File: src/rtl/seg7_scan_capture.sv
// rtl/seg7_scan_capture.sv - stability-filtered capture of a multiplexed 7-segment bus into a BCD word
module seg7_scan_capture #(
    parameter int DIGITS        = 4,
    parameter int STABLE_CYCLES = 3
) (
    input  logic                  clk,
    input  logic                  rst,
    input  logic [6:0]            seg_in,
    input  logic [DIGITS-1:0]     dig_sel,
    output logic [4*DIGITS-1:0]   bcd_out,
    output logic                  err_out,
    output logic                  out_valid,
    input  logic                  out_ready,
    output logic                  ovf_pulse
);

    typedef enum logic [1:0] {
        IDLE  = 2'd0,
        COUNT = 2'd1,
        HELD  = 2'd2
    } state_t;

    state_t                state;
    logic [7:0]            cnt;
    logic [6+DIGITS:0]     prev;
    logic [DIGITS-1:0]     mask;
    logic [DIGITS-1:0]     slot_err;
    logic [4*DIGITS-1:0]   slots;

    logic [3:0]            code;
    logic                  illegal;
    logic                  onehot;
    logic                  same;
    logic                  wr;
    logic                  complete;
    logic                  busy;
    logic [DIGITS-1:0]     mask_n;
    logic [DIGITS-1:0]     err_n;
    logic [4*DIGITS-1:0]   slots_n;

    always_comb begin
        code    = 4'hF;
        illegal = 1'b0;
        case (seg_in)
            7'b1111110: code = 4'd0;
            7'b0110000: code = 4'd1;
            7'b1101101: code = 4'd2;
            7'b1111001: code = 4'd3;
            7'b0110011: code = 4'd4;
            7'b1011011: code = 4'd5;
            7'b1011111: code = 4'd6;
            7'b1110000: code = 4'd7;
            7'b1111111: code = 4'd8;
            7'b1111011: code = 4'd9;
            default:    illegal = 1'b1;
        endcase
    end

    always_comb begin
        onehot = (dig_sel != '0) && ((dig_sel & (dig_sel - DIGITS'(1))) == '0);
        same   = ({seg_in, dig_sel} == prev);
        // The write fires on the edge that completes the STABLE_CYCLES-th identical cycle.
        wr     = (state == COUNT) && same && (({1'b0, cnt} + 9'd1) == 9'(STABLE_CYCLES));
        busy   = out_valid && !out_ready;
        mask_n  = mask;
        err_n   = slot_err;
        slots_n = slots;
        for (int i = 0; i < DIGITS; i++) begin
            if (wr && dig_sel[i]) begin
                mask_n[i]        = 1'b1;
                err_n[i]         = illegal;
                slots_n[4*i +: 4] = code;
            end
        end
        complete = wr && (&mask_n);
    end

    always_ff @(posedge clk or posedge rst) begin
        if (rst) begin
            state     <= IDLE;
            cnt       <= 8'd0;
            prev      <= '0;
            mask      <= '0;
            slot_err  <= '0;
            slots     <= '0;
            bcd_out   <= '0;
            err_out   <= 1'b0;
            out_valid <= 1'b0;
            ovf_pulse <= 1'b0;
        end else begin
            prev      <= {seg_in, dig_sel};
            ovf_pulse <= 1'b0;

            case (state)
                IDLE: begin
                    if (onehot) begin
                        state <= COUNT;
                        cnt   <= 8'd1;
                    end else begin
                        cnt   <= 8'd0;
                    end
                end
                COUNT: begin
                    if (!same) begin
                        state <= onehot ? COUNT : IDLE;
                        cnt   <= onehot ? 8'd1 : 8'd0;
                    end else begin
                        cnt <= cnt + 8'd1;
                        if (wr) begin
                            state <= HELD;
                        end
                    end
                end
                HELD: begin
                    if (!same) begin
                        state <= onehot ? COUNT : IDLE;
                        cnt   <= onehot ? 8'd1 : 8'd0;
                    end
                end
                default: begin
                    state <= IDLE;
                    cnt   <= 8'd0;
                end
            endcase

            slots <= slots_n;
            if (complete) begin
                mask     <= '0;
                slot_err <= '0;
            end else begin
                mask     <= mask_n;
                slot_err <= err_n;
            end

            // A handshake on the completion edge frees the output, so the new frame still loads.
            if (complete && !busy) begin
                bcd_out   <= slots_n;
                err_out   <= |err_n;
                out_valid <= 1'b1;
            end else if (complete) begin
                ovf_pulse <= 1'b1;
            end else if (out_valid && out_ready) begin
                out_valid <= 1'b0;
            end
        end
    end

endmodule

File: config.mk
export PLATFORM = sky130hd
export DESIGN_NAME = seg7_scan_capture
export DESIGN_NICKNAME = d
export VERILOG_FILES = /design/src/rtl/seg7_scan_capture.sv
export SDC_FILE = /design/constraint.sdc
export NUM_CORES = 1
export LEC_CHECK = 0
export BUFFER_PORTS_ARGS = -buffer_cell sky130_fd_sc_hd__clkbuf_2
export CAP_MARGIN = 20
export CORE_ASPECT_RATIO = 1.5
export CORE_MARGIN = 3
export CORE_UTILIZATION = 50
export CTS_BUF_LIST = sky130_fd_sc_hd__clkbuf_16
export DETAILED_ROUTE_END_ITERATION = 6
export PLACE_DENSITY_LB_ADDON = 0.08
export SLEW_MARGIN = 20
export SYNTH_ARGS = -nofsm -noshare
export SYNTH_HDL_FRONTEND = slang
export SYNTH_SLANG_ARGS = --single-unit
File: constraint.sdc
create_clock -name clk -period 4.9 [get_ports clk]
set_clock_uncertainty 0.15 [all_clocks]
set_input_delay 0.49 -clock clk [delete_from_list [all_inputs] [get_ports clk]]
set_output_delay 0.49 -clock clk [all_outputs]
set_load 0.02 [all_outputs]
== After elaboration in Yosys (flattened, before gate mapping) ==
Index checks and enable logic that the tools add are counted.
Widths: inputs -> output; s select.
Cells by class
  $add $sub $neg: 3
  multiply operators: 0
  divide/modulo/power cells: 0
  magnitude comparators: 0
  equal/unequal tests: 18
  shift-type cells: 0
  mux-type cells: 31
  bitwise gates (word level): 1
  reduce and logical (&&, ||, !) cells: 22
Operators with widths (count)
  $eq 7x7->1 const B: 8
  $pmux 4 s10: 1
  $mux 4: 6
  $pmux 8 s3: 1
  $mux 1: 16
  $mux 8: 2
  $eq 7x6->1 const B: 2
  $eq 11x11->1: 1
  $logic_and 1x1->1: 11
  $reduce_or 10->1: 1
  $add 8x1->9 const B: 1
  $eq 9x2->1 const B: 1
  $add 8x1->8 const B: 1
  $mux 2: 4
  $pmux 2 s3: 1
  $and 4x4->4: 1
  $logic_not 4->1: 1
  $ne 2x2->1 const B: 2
  $reduce_and 4->1: 1
  $reduce_bool 4->1: 1
  $reduce_or 4->1: 1
  $sub 4x1->4 const B: 1
  $ne 3x3->1 const B: 1
  $reduce_and 3->1: 1
  7 further kinds: 8
Word-level totals
  flip-flop bits (word level): 64
  bits in latches: 0
  bits in writable memories: 0
  bits in read-only memories: 0
  output and inout port bits: 19
  memories: 0

== Depth between registers and ports, before layout ==
Gate-level depths: netlist of the first run.
  depth in word-level cells: 10
  depth in mapped cells: 9
  mapped depth without buffers: 8

== Worst setup path before layout of the first run ==
Ideal clock, no wire load.
  path type: in2reg
  from: input port seg_in[1]
  to: register bcd_out[1]
  setup time: 0.125 ns
  arrival: 2.564 ns
  data required time: 4.625 ns
  setup slack: 2.061 ns
  stages: 8
  path buffers: 2
  cell sequence: buf_2 or4b_4 o311a_4 and2_4 buf_6 a211o_1 mux2_2 mux2_2
RTL lines
  start, declared: RTL line 8  | input logic [6:0] seg_in,
  parallel branches: the longest is 4 deep, another holds $pmux 4 s10
  $mux 4 *: RTL line 69  | if (wr && dig_sel[i]) begin
  named net slots_n[1]: RTL line 39  | logic [4*DIGITS-1:0] slots_n;
  end signal, assigned: RTL line 137  | bcd_out <= slots_n;
  end, declared: RTL line 10  | output logic [4*DIGITS-1:0] bcd_out,
Mark *: on every way through the listed nets, which the timed path passes.
A chain may end at the register's enable or synchronous reset.

== Worst setup path in the final report of the first run ==
  from: register cnt[0]
  to: register bcd_out[2]
Between the ends
  longest elaborated chain between the ends: 8
RTL lines
  start, declared: RTL line 24  | logic [7:0] cnt;
  start signal, assigned: RTL line 106  | cnt <= onehot ? 8'd1 : 8'd0;
  start signal, assigned: RTL line 108  | cnt <= cnt + 8'd1;
  start signal, assigned: RTL line 117  | cnt <= onehot ? 8'd1 : 8'd0;
  $add 8x1->9 *: RTL line 63  | wr = (state == COUNT) && same && (({1'b0, cnt} + 9'd1) == 9'(STABLE_CYCLES));
  $eq 9x2->1 *: RTL line 63
  $logic_and 1x1->1 *: RTL line 63
  $logic_and 1x1->1: RTL line 69
  $mux 1: RTL line 69
  $reduce_and 4->1: RTL line 75  | complete = wr && (&mask_n);
  $logic_and 1x1->1: RTL line 75
  $logic_and 1x1->1: RTL line 136  | if (complete && !busy) begin
Every way passes the cells marked *; elsewhere a longest branch is shown, timed or not.

==> impl_metrics.json, run 1 <==
{
  "pin_count": 33,
  "wl_per_cell_um": 14.5,
  "syn_area_mm2": 0.00293,
  "cp_max_fo": 18,
  "r2r_cells": 7,
  "reg2reg_from": "cnt[0]",
  "postRouteAntennaNets": 0,
  "ys_ff_latch": 64,
  "hold_viol": 0,
  "cts.clk_slew.worst_paths_ns": 0.05,
  "rows": 33,
  "dp_slack_ns": 1.64,
  "drt_first_pass_iters": 6,
  "synth_edf_count": 0,
  "rrSetupSlack_ns": 1.73,
  "dp_hpwl_mm": 3.74,
  "grt_pass1_wl_mm": 9.03,
  "finalInstanceArea_mm2": 0.00339,
  "synth-main-ff-cell": "dfrtp_1",
  "grt_max_degree": 65,
  "cap_violations": 0,
  "outcome": "completed",
  "areaGrowthSynthToFinish_pct": 15.6,
  "max_slew_margin": 0.351,
  "core_area_mm2": 0.00557,
  "yosys_warnings": 0,
  "synthDistinctLibCells": 47,
  "drt_iter0_drc": 138,
  "yosysSeqAreaShare": 0.546,
  "hold_buffers": 0,
  "cp.arrival_ns": 3.22,
  "nFillCells": 487,
  "p_leak_nw": 1.71,
  "avgViaCountPerCell": 5.46,
  "finalMaxSlewViolations": 0,
  "worst_pin_slew_ns": 0.973,
  "cts_tree": "built",
  "die_w_um": 68.5,
  "critical_path_class": "flop to flop",
  "diodes": 0,
  "numCtsBuffers": 9,
  "clk_latency_ns": 0.32,
  "max_stage_delay_ns": 0.51,
  "crit_required_ns": 4.95,
  "fmax_ghz": 0.316,
  "layout_commonest_cell": "dfrtp_1",
  "cts_sinks": 64,
  "rsz0062_at_grt": "no",
  "post-route-period-util": 0.647,
  "tns_ns": 0,
  "vias": 2005,
  "startpoint_type": "flop",
  "r2r-end": "bcd_out[2]",
  "path_cells": "inv_1 > ha_1 > or3b_2 > mux2i_1 > and3_1 > o2111ai_2 > mux2_1",
  "cts-root-buf": "clkbuf_16",
  "cts.htree.levels": 3,
  "grt_overflow": 0,
  "start_util": 0.526,
  "setup_violations": 0,
  "fin_util": 0.609,
  "cts_resized": 0,
  "dpl_cell_area_mm2": 0.00313,
  "max-clock-path-buffers": 2,
  "routed_wl_mm": 5.33,
  "layout_setup_ws_ns": 1.73,
  "antenna_found_initial": 0,
  "power_density_mw_per_mm2": 337,
  "die_h_um": 99.8,
  "mostFrequentLayoutCells": "64 x dfrtp_1, 32 x clkbuf_2, 23 x o21ai_0",
  "cts_setup_buffers": 0,
  "netlist_instances": 259,
  "synth_nets": 275,
  "drive_gt1_frac": 0.263,
  "cp_slowest_cell": "o2111ai_2",
  "peakVddDrop_mv": 0.247,
  "min_period_ns": 3.17,
  "postSynth.asyncResetShare": 1.00,
  "portBuffers": 32,
  "hp-class": "input port to asynchronous set/reset pin",
  "cp-end-kind": "flop",
  "track_usage": 0.177,
  "synth.avg_cell_area_um2": 11.3,
  "grt_pass1_vias": 1909,
  "drc": 0,
  "globalplace.congestion": 0.776,
  "layout.nets": 308,
  "dieArea_mm2": 0.00684
}
==> worst max-delay path by stage <==
| stage | slack [ns] | end | depth (start not counted) | startpoint |
|---|---|---|---|---|
| final | 1.73 | bcd_out[2] | 7 | cnt[0] |
| after global routing | 1.48 | err_out | 8 | cnt[0] |
| after CTS | 1.67 | bcd_out[6] | 7 | cnt[0] |
| after detailed placement | 1.64 | bcd_out[2] | 7 | seg_in[6] |
| after global placement | 1.66 | bcd_out[6] | 7 | dig_sel[3] |
| after floorplan | 2.06 | bcd_out[1] | 8 | seg_in[1] |
==> metrics by stage <==
step	power (mW)	instances	hold slack [ns]
finish	1.14	367	0.216
global route	1.19	367	0.234
CTS	1.16	367	0.231
detailed placement	0.603	351	0.324
global placement	0.603	351	0.320
floorplan	0.588	259	0.302
==> cell type report <==
| class | count | area [um^2] | share of cell area |
|---|---|---|---|
| multi-input combinational | 177 | 1240 | 0.367 |
| clock inverter | 7 | 40.0 | 0.0118 |
| tap | 70 | 87.6 | 0.0258 |
| timing repair buffer | 33 | 168 | 0.0494 |
| inverter | 7 | 26.3 | 0.00775 |
| sequential | 64 | 1600 | 0.472 |
| clock buffer | 9 | 225 | 0.0664 |
==> cells in the mapped netlist (2+ instances only) <==
| cell | n | area (um^2) |
|---|---|---|
| a211o_1 | 3 | 26.3 |
| a21o_1 | 2 | 15.0 |
| a21oi_1 | 8 | 40.0 |
| and3_1 | 5 | 31.3 |
| and4_1 | 2 | 17.5 |
| buf_2 | 5 | 25.0 |
| buf_6 | 2 | 22.5 |
| clkbuf_1 | 4 | 15.0 |
| dfrtp_1 | 64 | 1600 |
| ha_1 | 2 | 25.0 |
| inv_1 | 7 | 26.3 |
| mux2_1 | 2 | 22.5 |
| mux2_2 | 22 | 248 |
| mux2i_1 | 5 | 50.1 |
| nand2_1 | 22 | 82.6 |
| nand2b_1 | 4 | 25.0 |
| nand3_1 | 5 | 25.0 |
| nand4_1 | 7 | 43.8 |
| nand4b_1 | 3 | 26.3 |
| nor2_1 | 16 | 60.1 |
| nor3_1 | 4 | 20.0 |
| nor4_1 | 3 | 18.8 |
| o211ai_1 | 2 | 15.0 |
| o21ai_0 | 23 | 115 |
| o31ai_1 | 3 | 22.5 |
| xnor2_1 | 12 | 105 |
| xor2_1 | 2 | 17.5 |
==> state kept, by name (all words and copies together), names as in the netlist <==
| register | count |
|---|---|
| bcd_out | 16 |
| slot_err | 4 |
| slots | 16 |
| prev | 11 |
| ovf_pulse | 1 |
| mask | 4 |
| state | 2 |
| out_valid | 1 |
| cnt | 8 |
| err_out | 1 |
==> metal layers <==
layer / share of wire / global-route usage
met1: 0.44 / 0.223
met2: 0.51 / 0.283
met3: 0.038 / 0.0538
met4: 0.011 / 0.0643
met5: 0 / 0
==> where the power goes <==
part	switching, mW	total [mW]	internal [mW]
combinational	0.0353	0.0532	0.0179
clock	0.214	0.550	0.336
sequential	0.00448	0.540	0.535
==> logic make-up after synthesis <==
family | count (synthesis) | synth area share
simple gates | 81 | 0.151
flops | 64 | 0.546
compound gates | 50 | 0.110
mux | 29 | 0.109
buf+inv | 18 | 0.0303
xor+xnor | 14 | 0.0418
fa+ha+maj | 3 | 0.0119
==> worst max-delay path: cells and delay by family (launching register included) <==
family / cells / cell delay [ns]
fa+ha+maj: 1 / 0.17
buf+inv: 1 / 0.09
mux: 2 / 0.95
flops: 1 / 0.45
simple gates: 2 / 0.73
compound gates: 1 / 0.51
Note: power is estimated with default switching activity, not from simulation.
==> inputs of run 2 (changes only) <==
--- a/config.mk
+++ b/config.mk
@@ -5,6 +5,7 @@
 export SDC_FILE = /design/constraint.sdc
 export NUM_CORES = 1
 export LEC_CHECK = 0
+export ABC_AREA = 1
 export BUFFER_PORTS_ARGS = -buffer_cell sky130_fd_sc_hd__clkbuf_2
 export CAP_MARGIN = 20
 export CORE_ASPECT_RATIO = 1.5
==> constraint.sdc (replaced) <==
create_clock -name clk -period 2.9 [get_ports clk]
set_clock_uncertainty 0.15 [all_clocks]
set_input_delay 0.29 -clock clk [delete_from_list [all_inputs] [get_ports clk]]
set_output_delay 0.29 -clock clk [all_outputs]
set_load 0.02 [all_outputs]
==> run 2 against run 1 <==
Global-route usage is 1.3 points higher; sequential share of layout area is 5.1 points lower; flip-flop and latch count stayed put; final cell count is 40% higher; via count is 26% higher; sequential power is 69% higher; synthesized area is 11% higher; first-iteration DRC count is 17% lower; routed wire length is 20% higher; combinational power is 99% higher; clock power is 91% higher; register-to-register slack worse by 1.4 ns; critical path type is now input port to flop; largest cell class unchanged.
==> impl_metrics.json, run 2 <==
{
  "outcome": "completed",
  "hold_viol": 0,
  "yosysSeqAreaShare": 0.492,
  "grt_max_degree": 65,
  "tns_ns": 0,
  "synth_area_leaders": "dfrtp_1 49%, nand2_1 17%, inv_1 5.7%",
  "cp-end-kind": "flop",
  "max-clock-path-buffers": 2,
  "synth-main-ff-cell": "dfrtp_1",
  "areaGrowthSynthToFinish_pct": 16.9,
  "drt_iter0_drc": 115,
  "synthDistinctLibCells": 34,
  "pin_count": 33,
  "layout.nets": 452,
  "vias": 2532,
  "startpoint_type": "input port",
  "synth_top_area_frac": 0.492,
  "worst_pin_slew_ns": 0.790,
  "dp_hpwl_mm": 4.58,
  "yosysMostFrequentCell": "nand2_1",
  "synthTopCellsByCount": "145 x nand2_1, 64 x dfrtp_1, 49 x inv_1",
  "dp_cells": 494,
  "cap_violations": 0,
  "routed_wl_mm": 6.37,
  "die_w_um": 71.8,
  "cts.htree.levels": 3,
  "setup_violations": 0,
  "finalMaxSlewViolations": 0,
  "yosys_warnings": 0,
  "cts-root-buf": "clkbuf_16",
  "cts_sinks": 64,
  "rows": 35,
  "wl_per_cell_um": 12.4,
  "synth_top_area_cell": "dfrtp_1",
  "post-route-period-util": 0.917,
  "die_h_um": 105,
  "avgViaCountPerCell": 4.92,
  "synth_nets": 412,
  "netlist_instances": 396,
  "cts_tree": "built",
  "ys_ff_latch": 64,
  "start_util": 0.523,
  "synth_edf_count": 0,
  "dp_slack_ns": 0.228,
  "peakVddDrop_mv": 0.406,
  "grt_overflow": 0,
  "p_leak_nw": 2.09,
  "instances_no_fill": 515,
  "grt_pass1_wl_mm": 11.4,
  "diodes": 0,
  "max_slew_margin": 0.472,
  "drc": 0,
  "power_density_mw_per_mm2": 543,
  "cp_max_fo": 23,
  "drive_gt1_frac": 0.172,
  "fmax_ghz": 0.376,
  "power_mw": 2.07,
  "rsz0062_at_grt": "no",
  "critical_path_class": "input port to flop",
  "layout_commonest_cell": "nand2_1",
  "drt_first_pass_iters": 4,
  "track_usage": 0.190,
  "postSynth.asyncResetShare": 1.00,
  "core_area_mm2": 0.00622,
  "dieArea_mm2": 0.00753,
  "postRouteAntennaNets": 0,
  "min_period_ns": 2.66,
  "grt_pass1_vias": 2556,
  "clk_latency_ns": 0.32,
  "mostFrequentLayoutCells": "145 x nand2_1, 64 x dfrtp_1, 48 x inv_1",
  "antenna_found_initial": 0,
  "portBuffers": 32,
  "hp-class": "input port to flop",
  "synth.avg_cell_area_um2": 8.21,
  "cp.arrival_ns": 2.76,
  "cts.clk_slew.worst_paths_ns": 0.05,
  "globalplace.congestion": 0.808,
  "top_regs": "bcd_out (16), slots (16), prev (11)",
  "layout_setup_ws_ns": 0.240,
  "numCtsBuffers": 9,
  "crit_required_ns": 3.00,
  "syn_area_mm2": 0.00325
}
run 2: changes by cell type after synthesis, moves of 4 or more:
cell	change
mux2i_1	-5
nand3_1	+20
xnor2_1	-8
nand2_1	+123
nand2_2	+4
mux2_2	-22
nand2b_1	-4
inv_1	+42
nand3_4	+5
and3_1	-5
o21ai_0	-13
nor2_1	+13
run 2: power breakdown:
| part | switching [mW] | internal (mW) | total [mW] | leakage (nW) |
|---|---|---|---|---|
| clock network | 0.385 | 0.664 | 1.05 | 0.141 |
| registers | 0.00621 | 0.905 | 0.911 | 0.845 |
| logic | 0.0708 | 0.0355 | 0.106 | 1.11 |
| total | 0.462 | 1.60 | 2.07 | 2.09 |
run 2: cells by family after synthesis:
logic type | Yosys count | synth area share
AND/OR/NAND/NOR | 232 | 0.342
XOR/XNOR | 7 | 0.0189
buffers and inverters | 62 | 0.0858
adder cells (fa/ha/maj) | 2 | 0.00769
AO/OA/AOI/OAI | 29 | 0.0527
flip-flops | 64 | 0.492
run 2: timing repair:
action / in CTS / in global routing
setup buffers: 0 / 0
setup endpoints to repair: 0 / 16
resized for setup: 0 / 1
hold endpoints to repair: 68 / 0
hold buffers: 5 / 0
run 2: routing by layer:
metal  share of wire  global-route usage  vias to the layer above
li1                -                   -                     1321
met5               0                   0                        -
met3           0.023              0.0404                        6
met1            0.44               0.227                     1179
met2            0.53               0.332                       26
met4           0.013              0.0672                        0
run 2: worst paths after layout:
check,end,cells past startpoint,slack (ns),start
max,bcd_out[1],15,0.24,seg_in[5]
min,prev[4],1,0.007,seg_in[0]
max reg2reg,bcd_out[1],13,0.30,cnt[0]
min reg2reg,bcd_out[14],2,0.32,bcd_out[14]
max in group asynchronous,cnt[5],4,1.92,rst
min in group asynchronous,bcd_out[2],4,0.42,rst
run 2: through the flow:
| step | utilization | hold slack [ns] | instance area [um^2] |
|---|---|---|---|
| floorplan | - | 0.171 | 3250 |
| global placement | 0.555 | 0.215 | 3450 |
| detailed placement | 0.555 | 0.224 | 3450 |
| CTS | 0.611 | 0.00286 | 3800 |
| global route | 0.611 | 0.0134 | 3800 |
| finish | 0.611 | 0.00719 | 3800 |
run 2: cell type report:
class / count / area, um^2
Timing Repair Buffer: 40 / 245
Sequential cell: 64 / 1600
Multi-Input combinational cell: 270 / 1370
Fill cell: 570 / 2420
Tap cell: 74 / 92.6
Inverter: 51 / 193
Clock buffer: 9 / 225
Clock inverter: 7 / 72.6
run 2: worst max-delay path, cell delays in order:
cell and delay (ns):
dlygate4sd3_1 0.54, clkbuf_2 0.14, inv_1 0.08, nand2_1 0.06, nand2_1 0.05, nand2_1 0.05, nor2_1 0.19, nand3_4 0.15
nor2_8 0.27, nand2_2 0.13, a21oi_2 0.18, nand4_2 0.14, clkinv_2 0.27, nand3_1 0.12, nand2_1 0.11
==> inputs of run 3 (changes only) <==
--- a/config.mk
+++ b/config.mk
@@ -13,7 +13,7 @@
 export CORE_UTILIZATION = 50
 export CTS_BUF_LIST = sky130_fd_sc_hd__clkbuf_16
 export DETAILED_ROUTE_END_ITERATION = 6
-export PLACE_DENSITY_LB_ADDON = 0.08
+export PLACE_DENSITY = 0.76
 export SLEW_MARGIN = 20
 export SYNTH_ARGS = -nofsm -noshare
 export SYNTH_HDL_FRONTEND = slang
==> run 3 against run 2 <==
Worst hold slack about the same; combinational power hardly changed; final cell count decreased by 0.19%; global-route usage grew 0.52 points; flip-flop and latch count unchanged; design area is 0.33% higher; critical path depth fell by 1; power is 3.4% higher; count of clock-buffer cells in the layout unchanged; clock power increased by 7%; register-to-register slack got worse by 0.096 ns; critical endpoint is now bcd_out[11]; largest cell class unchanged.
==> impl_metrics.json, run 3 (synthesis results as in run 2) <==
{
  "power_density_mw_per_mm2": 560,
  "grt_use_met2": 0.332,
  "max_slew_margin": 0.476,
  "cp.arrival_ns": 2.75,
  "grt_max_degree": 35,
  "dp_hpwl_mm": 4.74,
  "diodes": 0,
  "dp_cells": 492,
  "rows": 35,
  "grt_pass1_wl_mm": 11.5,
  "finalMaxSlewViolations": 0,
  "areaGrowthSynthToFinish_pct": 17.3,
  "grt_overflow": 0,
  "cts.htree.levels": 3,
  "finalInstanceArea_mm2": 0.00381,
  "min_period_ns": 2.70,
  "die_h_um": 105,
  "cts_tree": "built",
  "top_regs": "bcd_out (16), slots (16), prev (11)",
  "layout.nets": 451,
  "numCtsBuffers": 9,
  "post-route-period-util": 0.930,
  "drive_gt1_frac": 0.170,
  "hold_viol": 0,
  "die_w_um": 71.8,
  "crit_required_ns": 2.96,
  "drt_first_pass_iters": 4,
  "wl_per_cell_um": 13.3,
  "grt_pass1_vias": 2537,
  "clk_latency_ns": 0.32,
  "avgViaCountPerCell": 5.08,
  "cp-end-kind": "flop",
  "vias": 2613,
  "portBuffers": 32,
  "nFillCells": 536,
  "instances_no_fill": 514,
  "outcome": "completed",
  "peakVddDrop_mv": 0.374,
  "postRouteAntennaNets": 0,
  "cts-root-buf": "clkbuf_16",
  "core_area_mm2": 0.00622,
  "p_leak_nw": 2.09,
  "pin_count": 33,
  "worst_pin_slew_ns": 0.784,
  "critical_path_class": "flop to flop",
  "cts_sinks": 64,
  "globalplace.congestion": 0.886,
  "cts.clk_slew.worst_paths_ns": 0.05,
  "track_usage": 0.196,
  "dieArea_mm2": 0.00753,
  "met1_usage": 0.236,
  "max-clock-path-buffers": 2,
  "setup_violations": 0,
  "start_util": 0.523,
  "gr-usage-met3": 0.0395,
  "antenna_found_initial": 0,
  "drt_iter0_drc": 133,
  "rsz0062_at_grt": "yes",
  "fmax_ghz": 0.371,
  "grt.busiest_layer": "met2",
  "cp_max_fo": 9,
  "mostFrequentLayoutCells": "145 x nand2_1, 64 x dfrtp_1, 49 x inv_1",
  "drc": 0,
  "startpoint_type": "flop",
  "hp-class": "input port to flop",
  "cap_violations": 0,
  "layout_commonest_cell": "nand2_1",
  "dpl_cell_area_mm2": 0.00344,
  "routed_wl_mm": 6.83
}
[run 3: path summary, 6_finish.rpt]
check	from	endpoint	slack (ns)	cells after the start
max	cnt[0]	bcd_out[11]	0.20	14
min	seg_in[0]	prev[4]	0.007	1
max reg2reg	cnt[0]	bcd_out[11]	0.20	14
min reg2reg	bcd_out[4]	bcd_out[4]	0.32	2
max in group asynchronous	rst	mask[2]	1.54	4
min in group asynchronous	rst	prev[8]	0.45	3
[run 3: stage by stage]
| step | hold WS, ns | util | power, mW | setup slack [ns] | setup TNS (ns) |
|---|---|---|---|---|---|
| final | 0.00724 | 0.613 | 2.14 | 0.204 | 0 |
| after global routing | 0.0152 | 0.613 | 2.20 | -0.0266 | -0.172 |
| after CTS | 0.000173 | 0.609 | 2.15 | 0.160 | 0 |
| after detailed placement | 0.264 | 0.553 | 1.03 | 0.251 | 0 |
| after global placement | 0.263 | 0.553 | 1.03 | 0.332 | 0 |
| after floorplan | 0.171 | - | 0.995 | 0.549 | 0 |
[run 3: final cells by class]
| cell class | count | area, um^2 | share of cell area |
|---|---|---|---|
| Clock buffer | 9 | 225 | 0.0591 |
| Clock inverter | 7 | 87.6 | 0.0230 |
| Inverter | 51 | 194 | 0.0509 |
| Multi-Input combinational cell | 271 | 1390 | 0.363 |
| Sequential cell | 64 | 1600 | 0.420 |
| Tap cell | 74 | 92.6 | 0.0243 |
| Timing Repair Buffer | 38 | 228 | 0.0597 |
[run 3: routing by layer]
layer	share of wire	wire (um)
met5	0	0
met4	0.021	144
met3	0.026	178
met2	0.53	3610
met1	0.42	2890
[run 3: worst max-delay path: stages (launching register included)]
cell,delay (ns)
dfrtp_1,0.43
ha_2,0.24
nand3_1,0.12
nor2_1,0.16
nand2_1,0.07
nand2_1,0.11
nand3_2,0.14
nor2_8,0.24
nand3_4,0.15
nand2_2,0.12
nand2_2,0.09
nor2_4,0.14
nand3b_2,0.23
nand2_1,0.14
nand2_1,0.05
[run 3: where the power goes]
part / total (mW) / switching [mW] / internal, mW / leakage [nW]
clock: 1.12 / 0.373 / 0.743 / 0.150
combinational: 0.107 / 0.0729 / 0.0339 / 1.10
sequential: 0.912 / 0.00707 / 0.905 / 0.845
[run 3: timing repair]
| action | in CTS | in global routing |
|---|---|---|
| setup endpoints to repair | 0 | 17 |
| endpoints found under the hold margin | 33 | 0 |
| gates resized for setup | 0 | 3 |
| hold buffers | 4 | 0 |
| buffers inserted | 0 | 1 |
